**src/rtl/idle_pipe_elastic.sv**
```systemverilog
// idle_pipe_elastic: DEPTH-stage, WIDTH-bit elastic delay line with a
// valid/ready handshake on both sides. Empty stages collapse so the pipe
// keeps accepting words while the consumer stalls, until every stage holds one.
// A synchronous flush drops everything in flight, and an occupancy count
// tracks how many stages currently hold a word.

module idle_pipe_elastic #(
    parameter int WIDTH = 32,
    parameter int DEPTH = 2,
    localparam int CNT_W = $clog2(DEPTH + 1)
) (
    input  logic             clock,
    input  logic             reset,
    input  logic             flush,
    input  logic             in_valid,
    input  logic [WIDTH-1:0] in_data,
    output logic             in_ready,
    output logic             out_valid,
    output logic [WIDTH-1:0] out_data,
    input  logic             out_ready,
    output logic [CNT_W-1:0] occupancy
);

    // Per-stage valid bits and data words, gathered from the stage blocks below
    logic [DEPTH-1:0] v;
    logic [WIDTH-1:0] d [DEPTH];

    // load[i]: stage i may capture a new word this edge.
    // move[i]: stage i hands its word onward this edge.
    logic [DEPTH-1:0] load;
    logic [DEPTH-1:0] move;

    logic             accept;
    logic             emit;
    logic [CNT_W-1:0] count;

    // A stage can load when the consumer is taking the last word or when any
    // stage from it to the output end is empty, because everything between
    // that hole and the stage shifts forward by one. Writing it as a reduction
    // over the valid bits keeps the ready chain free of self-referencing bits.
    for (genvar i = 0; i < DEPTH; i++) begin : g_load
        assign load[i] = out_ready | ~(&v[DEPTH-1:i]);
    end

    for (genvar i = 0; i < DEPTH - 1; i++) begin : g_move
        assign move[i] = v[i] & load[i+1];
    end

    assign move[DEPTH-1] = v[DEPTH-1] & out_ready;

    for (genvar i = 0; i < DEPTH; i++) begin : g_stage
        logic             vq;
        logic [WIDTH-1:0] dq;
        logic             up_valid;
        logic [WIDTH-1:0] up_data;

        if (i == 0) begin : g_head
            assign up_valid = in_valid;
            assign up_data  = in_data;
        end else begin : g_body
            assign up_valid = move[i-1];
            assign up_data  = d[i-1];
        end

        // Stage register: take the upstream word when allowed. Data updates
        // only on a real transfer, so bubbles never disturb the held word.
        always_ff @(posedge clock or posedge reset) begin
            if (reset) begin
                vq <= 1'b0;
                dq <= '0;
            end else if (flush) begin
                vq <= 1'b0;
            end else if (load[i]) begin
                vq <= up_valid;
                if (up_valid) begin
                    dq <= up_data;
                end
            end
        end

        assign v[i] = vq;
        assign d[i] = dq;
    end

    assign in_ready  = load[0] & ~flush;
    assign out_valid = v[DEPTH-1];
    assign out_data  = d[DEPTH-1];

    assign accept = in_valid & in_ready;
    assign emit   = move[DEPTH-1];

    // Occupancy: plus one per accepted word, minus one per delivered word,
    // cleared by flush. A delivery in the flush cycle still counts as done.
    always_ff @(posedge clock or posedge reset) begin
        if (reset) begin
            count <= '0;
        end else if (flush) begin
            count <= '0;
        end else begin
            count <= count + CNT_W'(accept) - CNT_W'(emit);
        end
    end

    assign occupancy = count;

endmodule

```
**config.mk**
```make
export PLATFORM = sky130hd
export DESIGN_NAME = idle_pipe_elastic
export DESIGN_NICKNAME = d
export VERILOG_FILES = /design/src/rtl/idle_pipe_elastic.sv
export SDC_FILE = /design/constraint.sdc
export NUM_CORES = 1
export LEC_CHECK = 0
export ABC_AREA = 0
export CAP_MARGIN = 15
export CORE_MARGIN = 5
export CORE_UTILIZATION = 48
export DETAILED_ROUTE_END_ITERATION = 10
export PLACE_DENSITY = 0.87
export REMOVE_ABC_BUFFERS = 1
export SLEW_MARGIN = 5
export SYNTH_ARGS = -nofsm -noshare
export SYNTH_HDL_FRONTEND = slang
export SYNTH_SLANG_ARGS = --single-unit
```
**constraint.sdc**
```tcl
create_clock -name clock -period 2.61 [get_ports clock]
set_clock_uncertainty 0.2 [all_clocks]
set_input_delay 0.3915 -clock clock [delete_from_list [all_inputs] [get_ports clock]]
set_output_delay 0.3915 -clock clock [all_outputs]
set_load 0.02 [all_outputs]
```
======== Word level (Yosys, flattened, before mapping) ========
Cells that the tools add are included.
storage, ports and cells
  register bits ........................... 68
  latch bits .............................. 0
  bits in writable memories ............... 0
  bits in read-only memories .............. 0
  bits of input ports ..................... 37
  output and inout port bits .............. 36
  memories kept ........................... 0
operators by class
  add/sub/neg operators ................... 2
  $mul .................................... 0
  divide/modulo/power cells ............... 0
  order comparisons ....................... 0
  eq/ne operators ......................... 0
  shift operators ......................... 0
  mux-type cells .......................... 5
  bitwise operators ....................... 9
  reduce and logical (&&, ||, !) cells .... 5
operator list
  operator           count
  $reduce_and 3->1   2
  $and 1x1->1        4
  $mux 1             4
  $reduce_bool 2->1  2
  $not 1->1          3
  $add 2x1->2        1
  $mux 2             1
  $or 1x1->1         2
  $reduce_and 2->1   1
  $sub 2x1->2        1

======== Longest topological paths before layout ========
Gate-level depths: netlist (run 1).
  depth in word-level cells ............... 8
  gate-level depth with buffers ........... 10
  depth with buffers taken out ............ 8

======== Least setup slack after synthesis (run 1) ========
Ideal clock, no wire load.
  kind .................................... reg-to-reg
  start ................................... reg g_stage[1].vq, in the netlist out_valid
  end ..................................... reg count[1], in the netlist occupancy[1]
  library setup time ...................... 0.119 ns
  arrival time ............................ 2.090 ns
  path slack .............................. 0.201 ns
  cell stages (with the launch flop) ...... 11
  buffers on the path ..................... 2
  clock period less this slack ............ 2.409 ns
  path through ............................ dfrtp_1 > and3b_1 > or3b_1 > buf_6 > buf_12 > ha_1 > inv_1 > ha_1 > xor2_1 > xnor2_1 > nor2_1
on the way
  word-level cells in the longest chain between the ends .. 8
RTL lines
  what                    line  RTL
  start, declared         52    logic vq;
  start signal, assigned  74    vq <= up_valid;
  $reduce_and 2->1        42    assign load[i] = out_ready | ~(&v[DEPTH-1:i]);
  $not 1->1               42
  $or 1x1->1              42
  $and 1x1->1             85    assign in_ready = load[0] & ~flush;
  $and 1x1->1             89    assign accept = in_valid & in_ready;
  $add 2x1->2             100   count <= count + CNT_W'(accept) - CNT_W'(emit);
  $sub 2x1->2 (*)         100
  $mux 2 (*)              97    end else if (flush) begin
  end signal, assigned    100
  end, declared           35    logic [CNT_W-1:0] count;
Mark *: on every way between the ends. The rest lies on a longest branch, timed or not.
A chain may end at the register's enable or synchronous reset.

======== Final worst setup path (run 1) ========
  start ................................... in out_ready
  end ..................................... out in_ready
on the way
  word-level cells in the longest chain between the ends .. 2
RTL lines
  what             line  RTL
  start, declared  20    input logic out_ready,
  $or 1x1->1       42
  $and 1x1->1      85
  end, declared    17    output logic in_ready,
No other way between the ends.

==> qor.yml, run 1 <==
outcome: "completed"
timing.max_cap.violations: 0
yosysWarnings: 0
clock-root-buffer: "sky130_fd_sc_hd__clkbuf_8"
worst_r2r_path_depth: 8
post_cts.repair.setup_buffers: 0
ant_nets: 0
worst-setup-path-type: "input port to output port"
synth.largest_area_cell: "sky130_fd_sc_hd__dfrtp_1"
layout-drive-gt1-share_pct: 37.6
timing_worst_slew_pin_value_ns: 0.581
critical_path.endpoint_type: "output port"
cts_buffers: 9
setup_ws_ns: 0.142
wirelength_um: 4890
grt_pass1_vias: 1668
finalHoldViolations: 0
antenna_cells_inserted: 0
clock_tree_from_tritoncts: "built"
critPathRequiredTime_ns: 2.02
cts.hold.buffers_added: 0
route.detailed.drc: 0
placementRows: 27
number_of_resized_instances_in_the_post_cts_repair_step: 0
total_power_w: 0.00310
leakagePower_nw: 1.68
ys_async_sr_fraction_pct: 100
share_of_yosys_cell_area_claimed_by_the_top_area_cell_type_pct: 62.0
grt_first_pass_wirelength_um: 8240
synth-seq-area-share_pct: 62.0
yosys-top-cells-count: "sky130_fd_sc_hd__dfrtp_1, sky130_fd_sc_hd__mux2_2, sky130_fd_sc_hd__mux2_4, sky130_fd_sc_hd__nor2_1"
place_ws_ns: -0.0901
placedCellCount: 301
totalNegativeSetupSlack_ns: 0
grt_overflow_total: 0
initialDrtViolationCount: 50
synth.avg_cell_area_um2: 17.5
dieHeight_um: 85.6
synth-main-ff-cell: "sky130_fd_sc_hd__dfrtp_1"
clkSinkCount: 68
final.period_utilization_pct: 94.5
cts.clk_slew.worst_paths_ns: 0.07
fp.coreArea_um2: 5540
pin_count_of_the_biggest_net_entering_global_routing: 33
areaGrowthSynthToFinish_pct: 35.9
vias: 1519
timing.hold.ws_ns: 0.130
irDropWorstVdd_v: 0.000516
netlist_top_cells_area: "sky130_fd_sc_hd__dfrtp_1, sky130_fd_sc_hd__mux2_4, sky130_fd_sc_hd__mux2_2, sky130_fd_sc_hd__buf_12, sky130_fd_sc_hd__ha_1"
max_freq_mhz: 405
crit-reg2reg-capture: "occupancy[1]$_DFF_PP0_"
nets: 279
synth.most_common_cell: "sky130_fd_sc_hd__dfrtp_1"
synth_cells: 157
avgViaCountPerCell: 4.79
rsz0062_at_grt: "no"
max-clock-path-buffers: 2
number_of_fill_cells: 418
ff_to_ff_start: "g_stage[0].vq$_DFFE_PP0P_"
drt-wirelength-per-cell_um: 15.4
initial_antenna_violation_count: 0
critPathCapture: "in_ready"
synthesis.area_um2: 2740
pin_count: 73
hp-class: "input port to asynchronous set/reset pin"
synth_edf_count: 0
worst_reg_to_reg_setup_slack_ns: 0.42
initial_core_util_pct: 49.5
die_width_um: 85.6
timing_max_transition_violations_final: 0
place.detailed.hpwl_um: 3490
worstPathArrival_ns: 1.88
grt_use_total_pct: 14.6
worstSetupStartpointType: "input port"
min_period_ns: 2.47
detail_route.first_pass.iterations: 3
finalWeightedCongestion: 0.700
worst_skew_late_latency_ns: 0.33
synth_cell_types: 17
buffer_ports.inserted: 72
worst_slew_margin_rel_pct: 61.3
worst_setup_path_startpoint: "out_ready"
postSynthRegisterBits: 68
timing.final.setup_violations: 0
critical_path.max_fanout: 3
total_power_density_per_cell_area_nw_per_um2: 831
design.die.area_um2: 7330
fin_cells: 317
h-tree-depth: 3
through the flow:
step / util (%) / instance area [µm²]
finish: 67.3 / 3730
global route: 67.3 / 3730
CTS: 67.3 / 3730
detailed placement: 63.9 / 3540
global placement: 63.9 / 3540
floorplan: - / 2660
report_power, final:
part,leakage (nW),switching [W],internal [W],total [W]
logic,0.786,0.000376,0.000536,0.000912
clock network,0.0876,0.000391,0.000396,0.000787
registers,0.810,0.000115,0.00128,0.00140
total,1.68,0.000882,0.00222,0.00310
worst min-delay path by stage:
stage / from / endpoint / slack, ns / cells after the start
6_report: reset / out_data[11]$_DFFE_PP0P_ / 0.13 / 2
5_1_grt: reset / g_stage[0].dq[25]$_DFFE_PP0P_ / 0.13 / 2
4_1_cts: reset / out_data[11]$_DFFE_PP0P_ / 0.12 / 2
3_5_place_dp: g_stage[0].dq[13]$_DFFE_PP0P_ / g_stage[0].dq[13]$_DFFE_PP0P_ / 0.29 / 1
3_3_place_gp: g_stage[0].dq[30]$_DFFE_PP0P_ / out_data[30]$_DFFE_PP0P_ / 0.28 / 1
2_1_floorplan: flush / occupancy[0]$_DFF_PP0_ / 0.26 / 1
state kept, by name, indices dropped and copies added, names as in the netlist:
| name | cells |
|---|---|
| out_valid | 1 |
| g_stage.dq | 32 |
| occupancy | 2 |
| out_data | 32 |
| g_stage.vq | 1 |
placed cells by master, fill, tap and decap left out:
cell                               n
sky130_fd_sc_hd__buf_4             6
sky130_fd_sc_hd__clkinv_2          1
sky130_fd_sc_hd__or3b_2            1
sky130_fd_sc_hd__clkinv_4          1
sky130_fd_sc_hd__inv_2             1
sky130_fd_sc_hd__xor2_1            1
sky130_fd_sc_hd__nor2_1            6
sky130_fd_sc_hd__nor3b_4           1
sky130_fd_sc_hd__mux2_4           29
sky130_fd_sc_hd__clkinvlp_4        3
sky130_fd_sc_hd__and3b_1           1
sky130_fd_sc_hd__and2_2            1
sky130_fd_sc_hd__ha_1              2
sky130_fd_sc_hd__clkbuf_8         11
sky130_fd_sc_hd__buf_12            1
sky130_fd_sc_hd__nor2b_1           1
sky130_fd_sc_hd__mux2_2           35
sky130_fd_sc_hd__xnor2_1           1
sky130_fd_sc_hd__clkdlybuf4s50_1  72
sky130_fd_sc_hd__and2b_2           1
sky130_fd_sc_hd__inv_1             1
sky130_fd_sc_hd__dfrtp_1          68
metal layers:
layer  vias to the layer above  part of all wire, %  track usage [%]
met5                         -                    0                0
met4                         0                  1.7             7.19
met3                         8                  5.4             4.32
met2                        49                   48             23.0
met1                       753                   45             18.4
li1                        709                    -                -
worst max-delay path, stage by stage:
cell and delay [ns]:
sky130_fd_sc_hd__clkdlybuf4s50_1 0.48, sky130_fd_sc_hd__and3b_1 0.19, sky130_fd_sc_hd__buf_4 0.13, sky130_fd_sc_hd__nor2_1 0.08
sky130_fd_sc_hd__clkdlybuf4s50_1 0.60
area by class of cell:
class | instances | area [µm²] | area share [%]
clock buffers | 11 | 151 | 4.06
repair buffers | 79 | 786 | 21.1
well taps | 72 | 90.1 | 2.42
multi-input cells | 80 | 953 | 25.6
inverters | 2 | 7.51 | 0.201
clock inverters | 5 | 36.3 | 0.974
flip-flops and latches | 68 | 1700 | 45.7
cells by family after synthesis:
logic type | count (synthesis) | share of synthesized area, %
xor gates and xnor gates | 2 | 0.639
adders and majority gates | 2 | 0.912
buffers and inverters | 9 | 3.42
DFF | 68 | 62.0
muxes | 64 | 30.2
and+or+nand+nor | 12 | 2.74
(Power assumes the default switching activity.)
==> inputs of run 2 (changes only) <==
Settings changed: CORE_UTILIZATION 48 to 52, PLACE_DENSITY 0.87 to 0.93.
Clock period 2.61 ns to 3 ns, I/O delays scaled along.
==> qor.yml, run 2 (same netlist as run 1, synthesis figures left out) <==
initial_core_util_pct: 53.7  # was 49.5%
grt_overflow_total: 0  # unchanged
worst_reg_to_reg_setup_slack_ns: 0.75  # was 0.42 ns
avgViaCountPerCell: 4.85  # was 4.79
grt.met1_usage_pct: 21.6  # was 18.4%
place.detailed.hpwl_um: 3700  # was 3490 µm
clock_tree_from_tritoncts: "built"  # unchanged
areaGrowthSynthToFinish_pct: 37.2  # was 35.9%
crit-reg2reg-capture: "occupancy[1]$_DFF_PP0_"  # unchanged
max-clock-path-buffers: 2  # unchanged
worstPathArrival_ns: 1.84  # was 1.88 ns
finalHoldViolations: 0  # unchanged
crit_top_cell: "sky130_fd_sc_hd__clkdlybuf4s50_1"  # unchanged
cts.clk_slew.worst_paths_ns: 0.07  # about the same
leakagePower_nw: 1.71  # was 1.68 nW
wirelength_um: 5290  # was 4890 µm
h-tree-depth: 3  # unchanged
worstSetupStartpointType: "input port"  # unchanged
initial_antenna_violation_count: 0  # unchanged
number_of_fill_cells: 319  # was 418
final.period_utilization_pct: 82.9
max_freq_mhz: 402
cts.hold.buffers_added: 0  # unchanged
drt-wirelength-per-cell_um: 16.8  # was 15.4 µm
worst_skew_late_latency_ns: 0.33  # about the same
most-common-layout-cells: "sky130_fd_sc_hd__clkdlybuf4s50_1, sky130_fd_sc_hd__dfrtp_1, sky130_fd_sc_hd__mux2_2"  # unchanged
rsz0062_at_grt: "no"  # unchanged
timing.hold.ws_ns: 0.298  # was 0.130 ns
critPathRequiredTime_ns: 2.35  # was 2.02 ns
fp.coreArea_um2: 5110  # was 5540 µm²
clock-root-buffer: "sky130_fd_sc_hd__clkbuf_8"  # unchanged
fin_cells: 314  # was 317
grt_pass1_vias: 1857  # was 1668
timing_max_transition_violations_final: 0  # unchanged
worst-setup-path-type: "input port to output port"  # unchanged
layout-drive-gt1-share_pct: 37.3  # was 37.6%
number_of_resized_instances_in_the_post_cts_repair_step: 0  # unchanged
finalWeightedCongestion: 0.862  # was 0.700
worst_slew_margin_rel_pct: 60.6  # was 61.3%
cp_cell_sequence: "clkdlybuf4s50_1 -> and3b_1 -> nor2_1 -> clkdlybuf4s50_1"  # was clkdlybuf4s50_1 -> and3b_1 -> buf_4 -> nor2_1 -> clkdlybuf4s50_1
vias: 1522  # was 1519
timing.final.setup_violations: 0  # unchanged
detail_route.first_pass.iterations: 4  # was 3
placementRows: 26  # was 27
route.detailed.drc: 0  # unchanged
met3_capacity_usage_during_global_routing_pct: 4.88  # was 4.32%
post_cts.repair.setup_buffers: 0  # unchanged
timing_worst_slew_pin_value_ns: 0.589  # was 0.581 ns
clkSinkCount: 68  # unchanged
pin_count: 73  # unchanged
timing.max_cap.violations: 0  # unchanged
ff_to_ff_start: "g_stage[0].vq$_DFFE_PP0P_"  # unchanged
outcome: "completed"  # unchanged
globalRoute.busiestLayer: "met2"  # unchanged
critical_path.endpoint_type: "output port"  # unchanged
critical_path.max_fanout: 3  # unchanged
place_ws_ns: 0.215  # was -0.0901 ns
groute.layer.met2.usage_pct: 31.3  # was 23.0%
initialDrtViolationCount: 50  # unchanged
design.die.area_um2: 6830  # was 7330 µm²
buffer_ports.inserted: 72  # unchanged
placedCellCount: 298  # was 301
min_period_ns: 2.49
worst_r2r_path_depth: 8  # unchanged
slowest_stage: "sky130_fd_sc_hd__clkdlybuf4s50_1"  # unchanged
dieHeight_um: 82.6  # was 85.6 µm
die_width_um: 82.6  # was 85.6 µm
critPathMaxStageDelay_ns: 0.61  # was 0.60 ns
hp-class: "input port to asynchronous set/reset pin"  # unchanged
grt_use_total_pct: 18.3  # was 14.6%
setup_ws_ns: 0.513  # was 0.142 ns
ant_nets: 0  # unchanged
irDropWorstVdd_v: 0.000487  # was 0.000516 V
total_power_density_per_cell_area_nw_per_um2: 779  # was 831 nW/µm²
pin_count_of_the_biggest_net_entering_global_routing: 33  # unchanged
grt_first_pass_wirelength_um: 9110  # was 8240 µm
cts_buffers: 9  # unchanged
nets: 278  # was 279
final_common_cell: "sky130_fd_sc_hd__clkdlybuf4s50_1"  # unchanged
antenna_cells_inserted: 0  # unchanged
-- run 2: changes by cell type in the layout (fill, tap and decap cells not counted), sizes merged --
cell      before  now
buf            7    6
bufinv         0    3
clkbuf        11    9
clkinvlp       3    1
inv            2    3
-- run 2: critical path, delay by kind of cell --
kind                   cells  cell delay (ns)
buffers and inverters      2             1.08
and+or+nand+nor            2             0.30
-- run 2: worst max-delay path by stage --
stage                     startpoint                      to  slack [ns]  cells past startpoint
after floorplan            out_ready  occupancy[1]$_DFF_PP0_       -0.07                      8
after detailed placement   out_ready  occupancy[1]$_DFF_PP0_        0.22                      9
after CTS                  out_ready                in_ready        0.50                      4
after global routing       out_ready                in_ready        0.43                      4
after global placement     out_ready  occupancy[1]$_DFF_PP0_        0.29                      9
final                      out_ready                in_ready        0.51                      4
-- run 2: routing by layer --
metal | vias to the layer above | wire [µm]
met2 | 48 | 2710
met5 | - | 0
met1 | 753 | 2190
li1 | 713 | -
met3 | 8 | 288
met4 | 0 | 98
-- run 2: area by class of cell --
class / instances / area (µm²) / share of cell area (%)
flip-flops and latches: 68 / 1700 / 45.2
multi-input cells: 80 / 953 / 25.3
repair buffers: 78 / 766 / 20.3
clock buffers: 9 / 124 / 3.29
clock inverters: 7 / 124 / 3.29
well taps: 70 / 87.6 / 2.33
inverters: 2 / 7.51 / 0.199
-- run 2: report_power, final --
part | internal [W] | leakage (nW) | switching [W]
Clock | 0.000557 | 0.120 | 0.000350
Combinational | 0.000465 | 0.777 | 0.000335
Sequential | 0.00112 | 0.810 | 0.000108
Total | 0.00214 | 1.71 | 0.000794
-- run 2: through the flow --
stage | setup TNS [ns] | instance area [µm²] | utilization [%] | power, W
after CTS | 0 | 3760 | 73.7 | 0.00298
after global routing | 0 | 3760 | 73.7 | 0.00309
final | 0 | 3760 | 73.7 | 0.00293
after detailed placement | 0 | 3520 | 68.8 | 0.00205
after global placement | 0 | 3520 | 68.8 | 0.00202
after floorplan | -0.0737 | 2660 | - | 0.00165
==> inputs of run 3 (changes only) <==
Settings changed: CORE_UTILIZATION 52 to 48, PLACE_DENSITY 0.93 to 0.87.
Clock period 3 ns to 2.3 ns, I/O delays scaled along.
==> qor.yml, run 3 (same netlist as run 1, synthesis figures left out) <==
critical_path.endpoint_type: "flop"  # was output port
place.detailed.hpwl_um: 3650  # was 3700 µm
area.sequential_um2: 1700  # unchanged
pin_count: 73  # unchanged
timing.hold.ws_ns: 0.117  # was 0.298 ns
timing.max_cap.violations: 0  # unchanged
worstSetupStartpointType: "flop"  # was input port
leakagePower_nw: 1.70  # was 1.71 nW
worst_r2r_path_depth: 8  # unchanged
irDropWorstVdd_v: 0.000446  # was 0.000487 V
critical_path.max_fanout: 3  # unchanged
grt_pass1_vias: 1788  # was 1857
grt_first_pass_wirelength_um: 8800  # was 9110 µm
initialDrtViolationCount: 25  # was 50
pin_count_of_the_biggest_net_entering_global_routing: 52  # was 33
rsz0062_at_grt: "no"  # unchanged
layout-drive-gt1-share_pct: 37.4  # was 37.3%
vias: 1556  # was 1522
die_width_um: 85.6  # was 82.6 µm
buffer_ports.inserted: 72  # unchanged
outcome: "completed"  # unchanged
route.detailed.drc: 0  # unchanged
min_period_ns: 2.12
max_freq_mhz: 471
clock_tree_from_tritoncts: "built"  # unchanged
worstPathArrival_ns: 2.14  # was 1.84 ns
multiInputGateArea_um2: 956  # was 953 µm²
placedCellCount: 301  # was 298
ant_nets: 0  # unchanged
timing_worst_slew_pin_value_ns: 0.608  # was 0.589 ns
place_ws_ns: -0.376  # was 0.215 ns
wirelength_um: 5250  # was 5290 µm
cts.clk_slew.worst_paths_ns: 0.07  # about the same
h-tree-depth: 3  # unchanged
initial_core_util_pct: 49.5  # was 53.7%
total_power_density_per_cell_area_nw_per_um2: 928  # was 779 nW/µm²
total_power_w: 0.00345  # was 0.00293 W
most-common-layout-cells: "sky130_fd_sc_hd__clkdlybuf4s50_1, sky130_fd_sc_hd__dfrtp_1, sky130_fd_sc_hd__mux2_2"  # unchanged
timing.final.setup_violations: 0  # unchanged
number_of_fill_cells: 409  # was 319
cts_buffers: 9  # unchanged
hp-class: "input port to asynchronous set/reset pin"  # unchanged
worst_slew_margin_rel_pct: 59.5  # was 60.6%
setup_ws_ns: 0.177  # was 0.513 ns
fp.coreArea_um2: 5540  # was 5110 µm²
finalHoldViolations: 0  # unchanged
initial_antenna_violation_count: 0  # unchanged
worst-setup-path-type: "flop to flop"  # was input port to output port
clock-root-buffer: "sky130_fd_sc_hd__clkbuf_8"  # unchanged
max-clock-path-buffers: 2  # unchanged
clkSinkCount: 68  # unchanged
grt_overflow_total: 0  # unchanged
final_common_cell: "sky130_fd_sc_hd__clkdlybuf4s50_1"  # unchanged
worst_skew_late_latency_ns: 0.33  # about the same
nets: 282  # was 278
timing_max_transition_violations_final: 0  # unchanged
placementRows: 27  # was 26
final.period_utilization_pct: 92.3
fin_cells: 318  # was 314
antenna_cells_inserted: 0  # unchanged
dieHeight_um: 85.6  # was 82.6 µm
totalNegativeSetupSlack_ns: 0  # unchanged
finalWeightedCongestion: 0.713  # was 0.862
avgViaCountPerCell: 4.89  # was 4.85
drt-wirelength-per-cell_um: 16.5  # was 16.8 µm
critPathRequiredTime_ns: 2.32  # was 2.35 ns
design.die.area_um2: 7330  # was 6830 µm²
areaGrowthSynthToFinish_pct: 35.5  # was 37.2%
grt_use_total_pct: 15.6  # was 18.3%
detail_route.first_pass.iterations: 3  # was 4
==> run 3: changes by cell type in the layout (fill, tap and decap cells not counted), moves of 2 or more <==
| cell | before | now |
|---|---|---|
| sky130_fd_sc_hd__buf_4 | 6 | 9 |
| sky130_fd_sc_hd__bufinv_16 | 3 | 0 |
| sky130_fd_sc_hd__clkinv_2 | 0 | 3 |
| sky130_fd_sc_hd__clkdlybuf4s50_1 | 72 | 70 |
| sky130_fd_sc_hd__clkinv_4 | 2 | 0 |
| sky130_fd_sc_hd__dlygate4sd2_1 | 0 | 2 |
==> run 3: per-layer routing <==
layer / vias to the layer above / routed length, µm / track usage, %
met5: - / 0 / 0
met4: 0 / 45 / 5.18
met3: 5 / 366 / 6.34
met2: 50 / 2690 / 25.9
met1: 788 / 2150 / 18.5
li1: 713 / - / -
==> run 3: cell type report <==
class,count,area share (%)
clock buffer,11,3.80
sequential,68,45.8
inverter,2,0.202
multi-input combinational,80,25.7
tap,72,2.42
timing repair buffer,82,21.7
clock inverter,3,0.404
==> run 3: where the power goes <==
group          switching, W  internal [W]  total, W
clock network      0.000404      0.000403  0.000808
logic              0.000433      0.000611   0.00104
registers          0.000137       0.00146   0.00160
total              0.000975       0.00247   0.00345
==> run 3: final timing paths <==
| kind | to | slack [ns] | startpoint |
|---|---|---|---|
| setup reg to reg | occupancy[1]$_DFF_PP0_ | 0.18 | g_stage[0].vq$_DFFE_PP0P_ |
| setup / recovery | occupancy[1]$_DFF_PP0_ | 0.18 | g_stage[0].vq$_DFFE_PP0P_ |
| min in group clock | g_stage[0].dq[28]$_DFFE_PP0P_ | 0.31 | g_stage[0].dq[28]$_DFFE_PP0P_ |
| hold reg to reg | g_stage[0].dq[28]$_DFFE_PP0P_ | 0.31 | g_stage[0].dq[28]$_DFFE_PP0P_ |
| hold / removal | out_data[11]$_DFFE_PP0P_ | 0.12 | reset |
| max in group asynchronous | g_stage[0].dq[3]$_DFFE_PP0P_ | 1.17 | reset |
==> run 3: critical path: stages, from the launching register on <==
cell	delay [ns]
sky130_fd_sc_hd__dfrtp_1	0.40
sky130_fd_sc_hd__and3b_1	0.20
sky130_fd_sc_hd__or3b_4	0.37
sky130_fd_sc_hd__ha_1	0.28
sky130_fd_sc_hd__inv_1	0.04
sky130_fd_sc_hd__ha_1	0.17
sky130_fd_sc_hd__xor2_1	0.15
sky130_fd_sc_hd__xnor2_1	0.14
sky130_fd_sc_hd__nor2_1	0.05
==> run 3: through the flow <==
stage	utilization (%)	instance area, µm²
global placement	63.9	3540
CTS	66.6	3690
detailed placement	63.9	3540
finish	67.1	3720
global route	67.1	3720
floorplan	-	2660
==> run 3: what timing repair did <==
action                                  CTS  global route
endpoints found under the setup margin    2             1
pin swaps                                 2             2
hold buffers                              0             0
gates resized for setup                   2             1
buffers inserted                          0             3
cloned                                    0             0
